`src/rtl/systolic_operand_feeder.sv`:
```
// Buffers 3x3 operand matrices A/B and streams them into the 3x3 systolic array, then flushes and pulses done.
// Start-to-done latency is (3 + 2*SKEW) + FLUSH_CYCLES cycles; writes and start are accepted only while idle.
module systolic_operand_feeder #(
  parameter int DATA_W       = 8,
  parameter int FLUSH_CYCLES = 4,
  parameter int SKEW         = 0
) (
  input  logic              clk,
  input  logic              reset,
  input  logic              wr_en,
  input  logic              wr_sel,
  input  logic [3:0]        wr_addr,
  input  logic [DATA_W-1:0] wr_data,
  input  logic              start,
  output logic              busy,
  output logic              done,
  output logic              valid_out,
  output logic [DATA_W-1:0] a1,
  output logic [DATA_W-1:0] a2,
  output logic [DATA_W-1:0] a3,
  output logic [DATA_W-1:0] b1,
  output logic [DATA_W-1:0] b2,
  output logic [DATA_W-1:0] b3
);

  localparam int         L         = 3 + 2 * SKEW;
  localparam logic [2:0] LAST_BEAT = 3'(L - 1);
  localparam logic [3:0] FLUSH_M1  = 4'(FLUSH_CYCLES - 1);

  typedef enum logic [1:0] {S_IDLE, S_STREAM, S_FLUSH, S_DONE} state_t;

  state_t            r_state, w_state_nx;
  logic [2:0]        r_beat, w_beat_nx;
  logic [3:0]        r_flush, w_flush_nx;
  logic [DATA_W-1:0] r_a [9];
  logic [DATA_W-1:0] r_b [9];
  logic [DATA_W-1:0] w_a_nx [9];
  logic [DATA_W-1:0] w_b_nx [9];
  logic [DATA_W-1:0] r_ao [3];
  logic [DATA_W-1:0] r_bo [3];
  logic [DATA_W-1:0] w_ao [3];
  logic [DATA_W-1:0] w_bo [3];
  logic              r_busy, r_done, r_vld;

  // Buffer contents after this edge; the operand mux reads these so a write coinciding with start is streamed.
  always_comb begin
    for (int n = 0; n < 9; n++) begin
      w_a_nx[n] = r_a[n];
      w_b_nx[n] = r_b[n];
    end
    if (r_state == S_IDLE && wr_en && wr_addr <= 4'd8) begin
      if (wr_sel) w_b_nx[wr_addr] = wr_data;
      else        w_a_nx[wr_addr] = wr_data;
    end
  end

  always_comb begin
    w_state_nx = r_state;
    w_beat_nx  = r_beat;
    w_flush_nx = r_flush;
    case (r_state)
      S_IDLE: begin
        if (start) begin
          w_state_nx = S_STREAM;
          w_beat_nx  = 3'd0;
        end
      end
      S_STREAM: begin
        if (r_beat == LAST_BEAT) begin
          w_state_nx = S_FLUSH;
          w_flush_nx = FLUSH_M1;
        end else begin
          w_beat_nx = r_beat + 3'd1;
        end
      end
      S_FLUSH: begin
        if (r_flush == 4'd0) w_state_nx = S_DONE;
        else                 w_flush_nx = r_flush - 4'd1;
      end
      S_DONE:  w_state_nx = S_IDLE;
      default: w_state_nx = S_IDLE;
    endcase
  end

  // Lane i lags by i*SKEW beats; out-of-window lanes carry zero.
  always_comb begin
    int k;
    k = 0;
    for (int i = 0; i < 3; i++) begin
      w_ao[i] = '0;
      w_bo[i] = '0;
      if (w_state_nx == S_STREAM) begin
        k = int'(w_beat_nx) - i * SKEW;
        if (k >= 0 && k <= 2) begin
          w_ao[i] = w_a_nx[4'(i * 3 + k)];
          w_bo[i] = w_b_nx[4'(k * 3 + i)];
        end
      end
    end
  end

  always_ff @(posedge clk or negedge reset) begin
    if (!reset) begin
      r_state <= S_IDLE;
      r_beat  <= '0;
      r_flush <= '0;
      r_busy  <= 1'b0;
      r_done  <= 1'b0;
      r_vld   <= 1'b0;
      for (int n = 0; n < 9; n++) begin
        r_a[n] <= '0;
        r_b[n] <= '0;
      end
      for (int i = 0; i < 3; i++) begin
        r_ao[i] <= '0;
        r_bo[i] <= '0;
      end
    end else begin
      r_state <= w_state_nx;
      r_beat  <= w_beat_nx;
      r_flush <= w_flush_nx;
      r_busy  <= (w_state_nx == S_STREAM) || (w_state_nx == S_FLUSH);
      r_done  <= (w_state_nx == S_DONE);
      r_vld   <= (w_state_nx == S_STREAM);
      for (int n = 0; n < 9; n++) begin
        r_a[n] <= w_a_nx[n];
        r_b[n] <= w_b_nx[n];
      end
      for (int i = 0; i < 3; i++) begin
        r_ao[i] <= w_ao[i];
        r_bo[i] <= w_bo[i];
      end
    end
  end

  assign busy      = r_busy;
  assign done      = r_done;
  assign valid_out = r_vld;
  assign a1        = r_ao[0];
  assign a2        = r_ao[1];
  assign a3        = r_ao[2];
  assign b1        = r_bo[0];
  assign b2        = r_bo[1];
  assign b3        = r_bo[2];

endmodule

```
`config.mk`:
```
export PLATFORM = sky130hd
export DESIGN_NAME = systolic_operand_feeder
export DESIGN_NICKNAME = d
export VERILOG_FILES = /design/src/rtl/systolic_operand_feeder.sv
export SDC_FILE = /design/constraint.sdc
export NUM_CORES = 1
export LEC_CHECK = 0
export ABC_AREA = 1
export CORE_AREA = 4 4 216 218
export CTS_BUF_LIST = sky130_fd_sc_hd__clkbuf_2 sky130_fd_sc_hd__clkbuf_4 sky130_fd_sc_hd__clkbuf_8
export CTS_CLUSTER_SIZE = 14
export DETAILED_ROUTE_END_ITERATION = 8
export DIE_AREA = 0 0 220 222
export DONT_BUFFER_PORTS = 1
export GPL_ROUTABILITY_DRIVEN = 0
export PLACE_DENSITY = 0.46
export SLEW_MARGIN = 30
export SYNTH_ARGS = -nofsm -noshare
export SYNTH_HDL_FRONTEND = slang
export SYNTH_SLANG_ARGS = --single-unit
export TNS_END_PERCENT = 100
```
`constraint.sdc`:
```
create_clock -name clk -period 3.46 [get_ports clk]
set_input_delay 0.346 -clock clk [delete_from_list [all_inputs] [get_ports clk]]
set_output_delay 0.346 -clock clk [all_outputs]
set_load 0.01 [all_outputs]
```
[After elaboration in Yosys (flattened, before gate mapping)]
Cells that the tools add are included.
Storage, ports and cells
  register bits after elaboration: 204
  output and inout bits: 51
  input port bits: 17
Operators by class
  reductions and logical operators: 9
  add/sub/neg operators: 6
  bitwise logic cells: 7
  mux-type cells: 48
  multipliers: 1
  equality and inequality tests: 9
  $lt $le $gt $ge: 11
Operator list (count)
  $mux W72: 4
  $mux W8: 25
  $bmux W8 S4: 6
  $bwmux W72: 2
  $demux W8 S4: 1
  $ge A4 B5 Y1 const B: 6
  $not A4 Y4: 5
  $add A4 B2 Y4 const B: 2
  $eq A2 B2 Y1 const B: 4
  $mux W4: 2
  $pmux W2 S4: 1
  $pmux W4 S2: 1
  $mux W2: 3
  $mux W3: 2
  $pmux W3 S2: 1
  $ge A5 B5 Y1 const B: 1
  $lt A5 B1 Y1 const B: 1
  $not A4 Y5: 1
  $add A2 B3 Y4 const A: 1
  $add A3 B3 Y4 const A: 1
  $eq A2 B1 Y1 const B: 2
  $le A4 B4 Y1 const B: 1
  $logic_and A1 B1 Y1: 4
  $logic_not A4 Y1: 1
  12 further kinds: 13

[Depth between registers and ports, before layout]
  depth in word-level cells: 13
  gate-level depth with buffers: 25

[Worst setup path before layout]
OpenSTA, ideal clock, no wires.
  path kind: reg-to-reg
  start: register r_beat[0]
  end: register r_bo (netlist bit b2[7])
  cell stages (with the launch flop): 26
  arrival: 3.543 ns
  setup time: 0.113 ns
  required time: 3.347 ns
  slack: -0.196 ns
  path buffers: 5
  clock period less this slack: 3.656 ns
  path through: dfrtp_1 inv_1 ha_1 inv_1 nor2_1 nor2_1 inv_1 nand2_2 nand2_2 buf_6 buf_2 buf_2 inv_1 ha_1 inv_1 fa_1 buf_2 xnor2_1 inv_1 clkbuf_1 o21ai_0 inv_1 nand3_1 nand3_1 nand2_1 inv_1
RTL lines
  from (decl): RTL line 33  | logic [2:0] r_beat, w_beat_nx;
  from (signal assigned): RTL line 120  | r_beat <= w_beat_nx;
  to (signal, indexed assignment): RTL line 131  | r_bo[i] <= w_bo[i];
  to (decl): RTL line 40  | logic [DATA_W-1:0] r_bo [3];

==> reports/qor.csv <==
metric,value,unit
CP bufs+invs,8,
vias per cell,5.09,
via count,12972,
PnR worst setup slack,0.234,ns
crit end category,flop,
actual slew at the worst max-slew pin,1.05,ns
First-pass DRT Iterations,6,
final worst-path cycle share,93.2,%
dpl ws,0.111,ns
"Seq/Total Area, Yosys",39.8,%
DR DRC count,0,
post-synthesis mux area share,0,%
largest net degree at the start of global routing,205,
clk_skew,0.0435,ns
Adder-Cell Fraction of Synth Area,1.52,%
root buffer cell,clkbuf_8,
Seq cells post-synth,204,
"Hold-fix buffers, CTS",10,
Yosys warning total,0,
max-slew violations,0,
worst skew pair latency,0.61,ns
initial antenna violation count,4,
die area,0.0488,sq mm
layout cells sized above 1,10.4,%
CTS tree,done,
H-tree levels,2,
WL per Instance,21.0,um
Levels on crit path,20,
Post-synth EDFFs,0,
Slew HR,29.8,%
largest cells by area after synthesis,"dfrtp_1, nand2_1, nand3_1, inv_1, nor2_1",
"area leader, netlist",dfrtp_1,
complex-gate fraction of the synthesized area,5.76,%
Syn Inst Count,1881,
R2R Setup Slk,0.23,ns
DIE HEIGHT,222,um
"Avg Cell Area, Syn",6.82,sq um
Post-DRT Antenna Nets,0,
Hold WC Path Type,in2async,
status,"complete, but fails checks",
Total GRT Usage,21.8,%
GRT Residual Overflow,0,
Critical Path Source Type,flop,
violations in the final reports,negative hold slack,
crit-path max FO,7,
fmax,310,MHz
largest family of logic cells by synthesized area,simple AND/OR/NAND/NOR gates,
Fin. Hold Viols,204,
hpwl dp,36.8,mm
Mapped Area,0.0128,sq mm
Max clock buf depth,3,
vias in the first global route,12603,
DRT Wirelength,53.4,mm
Yosys top cell area share,39.8,%
Final Instance Count excl. Fillers,2547,
simple-gate share of the synthesized area,42.5,%
Synth async-reset ratio,100,%
# rows,78,
Initial Util,28.6,%
Worst path slowest cell,fa_2,
reg-to-reg critical path endpoint,b2[0]$_DFF_PN0_,
Clock Sinks,204,
Post-Route Setup TNS,0,ns
most common cell in the netlist,nand2_1,
CP max stage delay,0.55,ns
Critical Path Start,r_beat[0]$_DFF_PN0_,
"Req. time, crit path",3.98,ns
critical path's most frequent cell,inv_1,
post-synth cell types,46,
fin crit period,3.23,ns
critical path's top delay family,adder cells,
I/O pin count,68,
synth cell count leaders,"nand2_1, nand3_1, dfrtp_1, inv_1, nor2_1",
Die Width,220,um
xor/xnor cell area share of the yosys netlist,0.819,%
worst hold margin,-0.563,ns
Layout Nets,1939,
placed cell area,0.0136,sq mm
PortBufs,0,
FF-to-FF path depth,20,
clk slew on worst S/H paths,0.07,ns
Main synth FF type,dfrtp_1,
area of the core,0.0449,sq mm
arrival time at the worst endpoint,3.75,ns
syn_nets,1913,
RSZ-0062 raised after global routing,false,
Setup crit end,b2[0]$_DFF_PN0_,
Max Cap Viol,0,
R2R Path Start,r_beat[0]$_DFF_PN0_,
DR iter-0 viols,1173,
synthesis-to-layout area growth,14.4,%
fin area,0.0147,sq mm
first-pass GRT wire length,80.7,mm
Final Setup Violations,0,
Setup Crit Path Kind,reg2reg,
Num CTS Buffers,40,
worst-path cell chain,"inv_2, ha_1, inv_1, nor2_2, nor2_2, inv_1, nand2_2, nand2_4, inv_1, ha_1, inv_1, fa_2, inv_4, ha_4, inv_1, nor2_4, xor2_4, buf_4, nand4_1, a21oi_1",
Placed Cells,2450,
[worst min-delay path by stage]
stage          cells past startpoint                      to  startpoint
6_report                           0          busy$_DFF_PN0_       reset
3_3_place_gp                       0  r_flush[2]$_DFFE_PN0P_       reset
4_1_cts                            0  r_flush[2]$_DFFE_PN0P_       reset
2_1_floorplan                      0         a1[0]$_DFF_PN0_       reset
5_1_grt                            0       r_a[44]$_DFF_PN0_       reset
3_5_place_dp                       0  r_flush[2]$_DFFE_PN0P_       reset
[logic make-up (layout without fill, tap and decap cells)]
logic type / Yosys count / count (layout)
other: 0 / 12
XOR/XNOR: 6 / 6
adder cells (fa/ha/maj): 15 / 15
AO/OA/AOI/OAI: 132 / 132
flip-flops: 204 / 204
buffers and inverters: 291 / 345
AND/OR/NAND/NOR: 1233 / 1233
[worst register-to-register path, cell delays in order, from the launching register on]
cell,delay (ns)
dfrtp_1,0.41
inv_2,0.08
ha_1,0.14
inv_1,0.05
nor2_2,0.11
nor2_2,0.05
inv_1,0.08
nand2_2,0.08
nand2_4,0.11
inv_1,0.05
ha_1,0.19
inv_1,0.08
fa_2,0.55
inv_4,0.13
ha_4,0.18
inv_1,0.08
nor2_4,0.13
xor2_4,0.25
buf_4,0.16
nand4_1,0.07
a21oi_1,0.15
[placed cells by master, fill, tap and decap left out, types with 8 or more instances in the layout]
cell	Yosys	final
a21boi_0	8	8
a21oi_1	61	61
buf_4	8	60
clkbuf_4	1	13
clkbuf_8	0	53
dfrtp_1	204	204
diode_2	0	12
dlygate4sd3_1	0	10
ha_1	14	13
inv_1	185	182
inv_2	11	11
nand2_1	650	650
nand3_1	423	422
nand3_2	8	9
nor2_1	89	86
nor2_2	10	11
nor3_1	12	12
o211ai_1	13	13
o21ai_0	24	24
o21ai_1	19	19
[layer usage]
layer | part of all wire [%] | global-route usage, %
met5 | 0 | 0
met4 | 4.2 | 9.20
met3 | 8.1 | 5.06
met2 | 46 | 33.7
met1 | 42 | 29.0
[flip-flops by register name, summed over array words and instances (netlist names), 2 cells and up]
name     count
r_flush      4
a3           8
b3           8
b1           8
r_b         72
r_beat       3
b2           8
r_state      2
a2           8
r_a         72
a1           8
[area by class of cell]
| class | count | area [sq um] |
|---|---|---|
| clock inverter | 4 | 45.0 |
| antenna | 12 | 30.0 |
| timing repair buffer | 71 | 562 |
| clock buffer | 66 | 827 |
| fill | 4953 | 30200 |
| multi-input combinational | 1386 | 6590 |
| sequential | 204 | 5100 |
| inverter | 204 | 774 |
| tap | 600 | 751 |
[per-stage QoR]
| step | util (%) | hold WS, ns |
|---|---|---|
| final | 32.7 | -0.563 |
| after floorplan | - | 0.0504 |
| after CTS | 32.4 | -0.612 |
| after global placement | 30.3 | 0.0587 |
| after detailed placement | 30.3 | 0.0564 |
| after global routing | 32.7 | -0.591 |
[repair_timing]
item / in CTS / in global routing
endpoints found under the hold margin: 288 / 204
buffers inserted: 0 / 5
resized for setup: 0 / 11
endpoints found under the setup margin: 0 / 18
Power is not shown: default switching activity piles up to over one toggle a cycle in this logic, so the estimate is an artifact.
